==> config.mk <==
export PLATFORM = sky130hd
export DESIGN_NAME = reg_exec_controller_flat
export DESIGN_NICKNAME = d
export VERILOG_FILES = /design/src/rtl/reg_exec_controller_if.sv /design/src/rtl/reg_exec_controller.sv /design/src/flat_wrapper.sv
export SDC_FILE = /design/constraint.sdc
export NUM_CORES = 1
export LEC_CHECK = 0
export BUFFER_PORTS_ARGS = -buffer_cell sky130_fd_sc_hd__buf_2
export CAP_MARGIN = 20
export CORE_ASPECT_RATIO = 1.25
export CORE_MARGIN = 2
export CORE_UTILIZATION = 52
export CTS_BUF_LIST = sky130_fd_sc_hd__clkbuf_16
export CTS_CLUSTER_DIAMETER = 30
export CTS_CLUSTER_SIZE = 14
export DETAILED_ROUTE_END_ITERATION = 6
export PLACE_DENSITY = 0.79
export SLEW_MARGIN = 20
export SYNTH_ARGS = -nofsm -noshare
export SYNTH_HDL_FRONTEND = slang
export SYNTH_SLANG_ARGS = --single-unit
==> constraint.sdc <==
create_clock -name clk -period 2.5 [get_ports clk]
set_clock_uncertainty 0.2 [all_clocks]
set_input_delay 0.5 -clock clk [delete_from_list [all_inputs] [get_ports clk]]
set_output_delay 0.5 -clock clk [all_outputs]
set_load 0.1 [all_outputs]
==> src/rtl/reg_exec_controller_if.sv <==
// Handshake and register-file bundle between the execute/writeback controller,
// its instruction source and the 4-entry register file.
interface reg_exec_controller_if #(
    parameter int W = 4
) ();
    logic [7:0]   instr;
    logic         instr_valid;
    logic         instr_ready;
    logic [1:0]   A1;
    logic [1:0]   A2;
    logic [W-1:0] RD1;
    logic [W-1:0] RD2;
    logic [1:0]   A3;
    logic [W-1:0] WD3;
    logic         WE3;
    logic         done;
    logic [3:0]   flags;

    // The controller side: consumes instructions and read data, drives addresses and write-back.
    modport slave (
        input  instr, instr_valid, RD1, RD2,
        output instr_ready, A1, A2, A3, WD3, WE3, done, flags
    );

    // The environment side: instruction source plus register file.
    modport master (
        output instr, instr_valid, RD1, RD2,
        input  instr_ready, A1, A2, A3, WD3, WE3, done, flags
    );
endinterface

==> src/rtl/reg_exec_controller.sv <==
// Four-state execute/writeback controller for a 4-entry register file (IDLE/READ/EXEC/WRITE).
// Define REG_EXEC_FLAGS_EN to build the NZCV flag register; otherwise flags is tied to zero.
module reg_exec_controller #(
    parameter int W = 4
) (
    input  logic                  clk,
    input  logic                  rst,
    reg_exec_controller_if.slave  bus
);

    typedef enum logic [1:0] {
        S_IDLE  = 2'd0,
        S_READ  = 2'd1,
        S_EXEC  = 2'd2,
        S_WRITE = 2'd3
    } state_t;

    localparam logic [1:0] OP_ADD = 2'b00;
    localparam logic [1:0] OP_SUB = 2'b01;
    localparam logic [1:0] OP_AND = 2'b10;
    localparam logic [1:0] OP_ORR = 2'b11;

    state_t              r_state;
    state_t              w_next;
    logic                w_ready;
    logic                w_write;
    logic                w_accept;

    logic [7:0]          r_hold_p0;
    logic signed [W-1:0] r_op_a_p1;
    logic signed [W-1:0] r_op_b_p1;
    logic [W-1:0]        r_result_p2;

    function automatic logic [W-1:0] alu_f(
        input logic [1:0]          op,
        input logic signed [W-1:0] a,
        input logic signed [W-1:0] b
    );
        logic [W-1:0] res;
        res = '0;
        case (op)
            OP_ADD:  res = a + b;
            OP_SUB:  res = a + ~b + W'(1);
            OP_AND:  res = a & b;
            default: res = a | b;
        endcase
        return res;
    endfunction

`ifdef REG_EXEC_FLAGS_EN
    // The W+1 bit sum exposes the carry; SUB carry is the inverted borrow.
    function automatic logic [3:0] nzcv_f(
        input logic [1:0]          op,
        input logic signed [W-1:0] a,
        input logic signed [W-1:0] b
    );
        logic [W:0] sum;
        logic       c;
        logic       v;
        sum = '0;
        c   = 1'b0;
        v   = 1'b0;
        case (op)
            OP_ADD: begin
                sum = {1'b0, a} + {1'b0, b};
                c   = sum[W];
                v   = (a[W-1] == b[W-1]) && (sum[W-1] != a[W-1]);
            end
            OP_SUB: begin
                sum = {1'b0, a} + {1'b0, ~b} + (W+1)'(1);
                c   = sum[W];
                v   = (a[W-1] != b[W-1]) && (sum[W-1] != a[W-1]);
            end
            OP_AND:  sum = {1'b0, a & b};
            default: sum = {1'b0, a | b};
        endcase
        return {sum[W-1], (sum[W-1:0] == '0), c, v};
    endfunction
`endif

    always_ff @(posedge clk or posedge rst) begin
        if (rst) begin
            r_state <= S_IDLE;
        end else begin
            r_state <= w_next;
        end
    end

    always_comb begin
        w_next  = r_state;
        w_ready = 1'b0;
        w_write = 1'b0;
        case (r_state)
            S_IDLE: begin
                w_ready = 1'b1;
                if (bus.instr_valid) begin
                    w_next = S_READ;
                end
            end
            S_READ:  w_next = S_EXEC;
            S_EXEC:  w_next = S_WRITE;
            S_WRITE: begin
                w_write = 1'b1;
                w_next  = S_IDLE;
            end
            default: w_next = S_IDLE;
        endcase
    end

    assign w_accept = w_ready && bus.instr_valid;

    // Stage p0: instruction hold; p1: operands from the register file; p2: ALU result.
    always_ff @(posedge clk or posedge rst) begin
        if (rst) begin
            r_hold_p0   <= '0;
            r_op_a_p1   <= '0;
            r_op_b_p1   <= '0;
            r_result_p2 <= '0;
        end else begin
            if (w_accept) begin
                r_hold_p0 <= bus.instr;
            end
            if (r_state == S_READ) begin
                r_op_a_p1 <= bus.RD1;
                r_op_b_p1 <= bus.RD2;
            end
            if (r_state == S_EXEC) begin
                r_result_p2 <= alu_f(r_hold_p0[7:6], r_op_a_p1, r_op_b_p1);
            end
        end
    end

`ifdef REG_EXEC_FLAGS_EN
    logic [3:0] r_flags_p2;

    always_ff @(posedge clk or posedge rst) begin
        if (rst) begin
            r_flags_p2 <= 4'b0000;
        end else if (r_state == S_EXEC) begin
            r_flags_p2 <= nzcv_f(r_hold_p0[7:6], r_op_a_p1, r_op_b_p1);
        end
    end

    assign bus.flags = r_flags_p2;
`else
    assign bus.flags = 4'b0000;
`endif

    // Addresses come straight from the hold register so they keep their last value when idle.
    assign bus.instr_ready = w_ready;
    assign bus.A1          = r_hold_p0[3:2];
    assign bus.A2          = r_hold_p0[1:0];
    assign bus.A3          = r_hold_p0[5:4];
    assign bus.WD3         = r_result_p2;
    assign bus.WE3         = w_write;
    assign bus.done        = w_write;

endmodule

==> src/flat_wrapper.sv <==
// flat-port wrapper written by rule: the top's interface ports become plain ports
module reg_exec_controller_flat 
#(
    parameter int W = 4
)
  (clk, rst, bus_instr, bus_instr_valid, bus_RD1, bus_RD2, bus_instr_ready, bus_A1, bus_A2, bus_A3, bus_WD3, bus_WE3, bus_done, bus_flags);
  reg_exec_controller_if #(.W(W)) bus_i ();
  input  logic clk;
  input  logic rst;
  input wire logic [$bits(bus_i.instr)-1:0] bus_instr;
  input wire logic [$bits(bus_i.instr_valid)-1:0] bus_instr_valid;
  input wire logic [$bits(bus_i.RD1)-1:0] bus_RD1;
  input wire logic [$bits(bus_i.RD2)-1:0] bus_RD2;
  output wire logic [$bits(bus_i.instr_ready)-1:0] bus_instr_ready;
  output wire logic [$bits(bus_i.A1)-1:0] bus_A1;
  output wire logic [$bits(bus_i.A2)-1:0] bus_A2;
  output wire logic [$bits(bus_i.A3)-1:0] bus_A3;
  output wire logic [$bits(bus_i.WD3)-1:0] bus_WD3;
  output wire logic [$bits(bus_i.WE3)-1:0] bus_WE3;
  output wire logic [$bits(bus_i.done)-1:0] bus_done;
  output wire logic [$bits(bus_i.flags)-1:0] bus_flags;
  assign bus_i.instr = bus_instr;
  assign bus_i.instr_valid = bus_instr_valid;
  assign bus_i.RD1 = bus_RD1;
  assign bus_i.RD2 = bus_RD2;
  assign bus_instr_ready = bus_i.instr_ready;
  assign bus_A1 = bus_i.A1;
  assign bus_A2 = bus_i.A2;
  assign bus_A3 = bus_i.A3;
  assign bus_WD3 = bus_i.WD3;
  assign bus_WE3 = bus_i.WE3;
  assign bus_done = bus_i.done;
  assign bus_flags = bus_i.flags;
  reg_exec_controller #(.W(W)) u_core (.clk(clk), .rst(rst), .bus(bus_i));
endmodule
# After elaboration in Yosys (flattened, before gate mapping)
# Cells that the tools add are included.
# word_totals
ff_bits	22
out_inout_bits	17
input_bits	19
elab_cells	25
# op_classes
add_sub_neg	3
n_mux	5
reduce_logical	3
bitwise_logic	3
n_eq_ne	6
# op_table
cell	n
one-hot mux 4 bit (3 select lines)	1
adder 4 bit	2
one-hot mux 2 bit (4 select lines)	1
== test 2 bit (second input constant)	3
adder 4 x 2 -> 4 bit (second input constant)	1
bitwise AND 4 bit	1
== test 2 x 1 -> 1 bit (second input constant)	2
logical NOT 2 bit	2
NOT 4 bit	1
bitwise OR 4 bit	1
2-to-1 mux 1 bit	2
2-to-1 mux 2 bit	1
inequality test 2 bit (second input constant)	1
logical AND 1 bit	1

# Depth between registers and ports, before layout
# logic_depth
ltp_word	4
mapped_depth	8
depth_no_buf	8

# Least setup slack after synthesis
# OpenSTA, ideal clock, no wires.
# synth_timing
path_kind	register to register
start	reg u_core.r_state[0]
end	reg u_core.r_hold_p0[0]
required_time_ns	2.175
path_stages_with_launch	5
path_slack_ns	0.094
arrival_time_ns	2.082
n_path_buf	0
period_less_slack_ns	2.406
setup_time_ns	0.125
path_cell_list	dfrtp_1 inv_1 ha_1 nand2_1 mux2_2
# synth_via
elab_chain_len	3
# synth_rtl
element	line_no	rtl
start: declaration	reg_exec_controller.sv:23	state_t r_state;
start signal: assignment	reg_exec_controller.sv:85	r_state <= w_next;
logical NOT 2 bit	reg_exec_controller.sv:93	case (r_state)
2-to-1 mux 1 bit	reg_exec_controller.sv:93	
named net bus_instr_ready	flat_wrapper.sv:14	output wire logic [$bits(bus_i.instr_ready)-1:0] bus_instr_ready;
logical AND 1 bit	reg_exec_controller.sv:110	assign w_accept = w_ready && bus.instr_valid;
end signal: assignment	reg_exec_controller.sv:121	r_hold_p0 <= bus.instr;
end: declaration	reg_exec_controller.sv:29	logic [7:0] r_hold_p0;
# The timed path passes the listed nets, and every way through them passes these cells.
# A chain may end at the register's enable or synchronous reset.

# Worst setup path in the final report
# layout_timing
start	reg u_core.r_state[0]
end	out bus_instr_ready
# layout_via
elab_chain_len	2
# layout_rtl
element	line_no
logical NOT 2 bit	reg_exec_controller.sv:93
2-to-1 mux 1 bit	reg_exec_controller.sv:93
end: declaration	flat_wrapper.sv:14
# Every way passes these cells.

==> results_dict.tcl <==
set metrics [dict create \
    dieArea_um2 3050 \
    io_pins 36 \
    cts_made_buffers 3 \
    hold_buffers 0 \
    path_clk_slew_ns 0.06 \
    post-route-min-period_ns 2.16 \
    std_cell_rows 20 \
    slew_viol_final 0 \
    cts_setup_buffers 0 \
    detail-route-antenna-nets 0 \
    hold_viol_final 0 \
    cts_resized 0 \
    filler_cell_count 209 \
    synth-warning-count 0 \
    cts.sinks 22 \
    syn-instance-count 132 \
    critical_path_required_ns 1.80 \
    grt_antenna_before_repair 0 \
    htreeDepth 1 \
    grt_max_degree 23 \
    worstMarginPinSlew_ns 0.851 \
    grt_overflow 0 \
    synth_edf_count 0 \
    drc 0 \
    cts_buffer_depth 2 \
    ys_seq_area_share_pct 40.4 \
    cp-start-kind "register" \
    rsz0062_at_grt "no" \
    diodes 0 \
    insertion_delay_ns 0.25 \
    slew_headroom_pct 43.2 \
    finalCritPeriodShare_pct 86.3 \
    path_max_fanout 5 \
    cts_tree "done" \
    vias_per_cell 5.10 \
    crit_type "register to output pin" \
    finalWirelength_um 2380 \
    yosysUniqueCellTypes 34 \
    io_buffer_count 31 \
    wl_per_cell_um 12.7 \
    final_layout_size_suffix_gt1_share_pct 30.3 \
    grt_usage_pct 17.4 \
    clock-root-buffer "clkbuf_16" \
    avgSynthCellArea_um2 10.3 \
    status "finished clean" \
    cp.arrival_ns 1.46 \
    hp-class "primary input to async pin" \
    synth_seq_cells 22 \
    final_cell_mix "31 x buf_2, 22 x dfrtp_1, 15 x ha_1" \
    fmax_ghz 0.463 \
    dieWidth_um 49.8 \
    gp_congestion 0.765 \
    nets 192 \
    final_common_cell "buf_2" \
    grt_pass1_wl_um 3930 \
    first_pass_iters 4 \
    cap_viol_max_count 0 \
    postSynth.asyncResetShare_pct 100 \
    area_delta_synth_final_pct 15.2 \
    die_y_um 61.2 \
    grt_pass1_vias 972 \
    netlist_area_um2 1360 \
    vias 959 \
    synthFlopType "dfrtp_1" \
    hpwl_um 1760 \
    fin_setup_tns_ns 0 \
    drtIter0Drc 20 \
    initial_utilization_pct 55.6 \
    setup_violations 0 \
    coreArea_um2 2450 \
    cp-end-kind "output pin" \
]
## cells in the mapped netlist, types with 2 or more instances
master,instances,area share [%]
buf_4,11,6.1
nand2_1,12,3.3
ha_1,15,14
clkbuf_1,2,0.55
o21ai_0,10,3.7
mux2_2,9,7.4
fa_1,2,2.9
dfrtp_1,22,40
inv_1,14,3.9
nor2_1,7,1.9
a21oi_1,5,1.8
## registers in the layout, indices dropped and copies added, names as in the netlist
register	flops
u_core.r_state	2
u_core.r_op_b_p1	4
u_core.r_op_a_p1	4
u_core.r_hold_p0	8
u_core.bus.WD3	4
## layer usage
layer | track usage [%] | vias to the layer above | wire (um)
li1 | - | 464 | -
met1 | 18.7 | 468 | 962
met2 | 32.0 | 20 | 1270
met3 | 3.40 | 7 | 81
met4 | 10.7 | 0 | 63
met5 | 0 | - | 0
## per-stage QoR
| step | util (%) | instance area (um2) | cells | setup WS, ns | hold slack (ns) |
|---|---|---|---|---|---|
| floorplan | - | 1370 | 135 | 0.0936 | 0.281 |
| global placement | 59.7 | 1460 | 184 | 0.414 | 0.280 |
| detailed placement | 59.7 | 1460 | 184 | 0.362 | 0.286 |
| CTS | 64.0 | 1570 | 188 | 0.332 | 0.237 |
| global route | 64.0 | 1570 | 188 | 0.269 | 0.270 |
| finish | 64.0 | 1570 | 188 | 0.342 | 0.210 |
## cell type report
class                      count  area, um2  area share (%)
multi-input combinational     84        664            42.3
sequential                    22        551            35.1
timing repair buffer          31        155            9.89
clock buffer                   3       75.1            4.78
inverter                      14       52.6            3.35
tap                           33       41.3            2.63
clock inverter                 1       30.0            1.91
## worst paths after layout
| path | slack (ns) | cells after the start | to | start |
|---|---|---|---|---|
| setup / recovery | 0.34 | 3 | bus_instr_ready | u_core.r_state[0] |
| hold / removal | 0.21 | 2 | u_core.r_hold_p0[4] | rst |
| setup reg to reg | 0.35 | 6 | u_core.bus.WD3[1] | u_core.r_op_a_p1[0] |
| hold reg to reg | 0.29 | 1 | u_core.bus.WD3[2] | u_core.bus.WD3[2] |
| max in group asynchronous | 1.36 | 2 | u_core.r_op_b_p1[2] | rst |
| min in group clk | 0.25 | 3 | u_core.r_op_a_p1[3] | bus_RD1[3] |
## critical path, stage by stage, from the launching register on
cell and delay, ns:
dfrtp_1 0.41, inv_1 0.10, ha_1 0.24, buf_2 0.46
## cell families after synthesis
group	Yosys count	synth area share, %
buffers and inverters	29	11.7
and+or+nand+nor	29	10.2
AOI/OAI and AO/OA	22	9.83
DFF	22	40.4
adders and majority gates	17	16.7
muxes	12	10.9
other	1	0.275
Power is left out: the tool's default activity adds up to more than one toggle a clock period on the data nets, which glitch-free logic cannot reach.
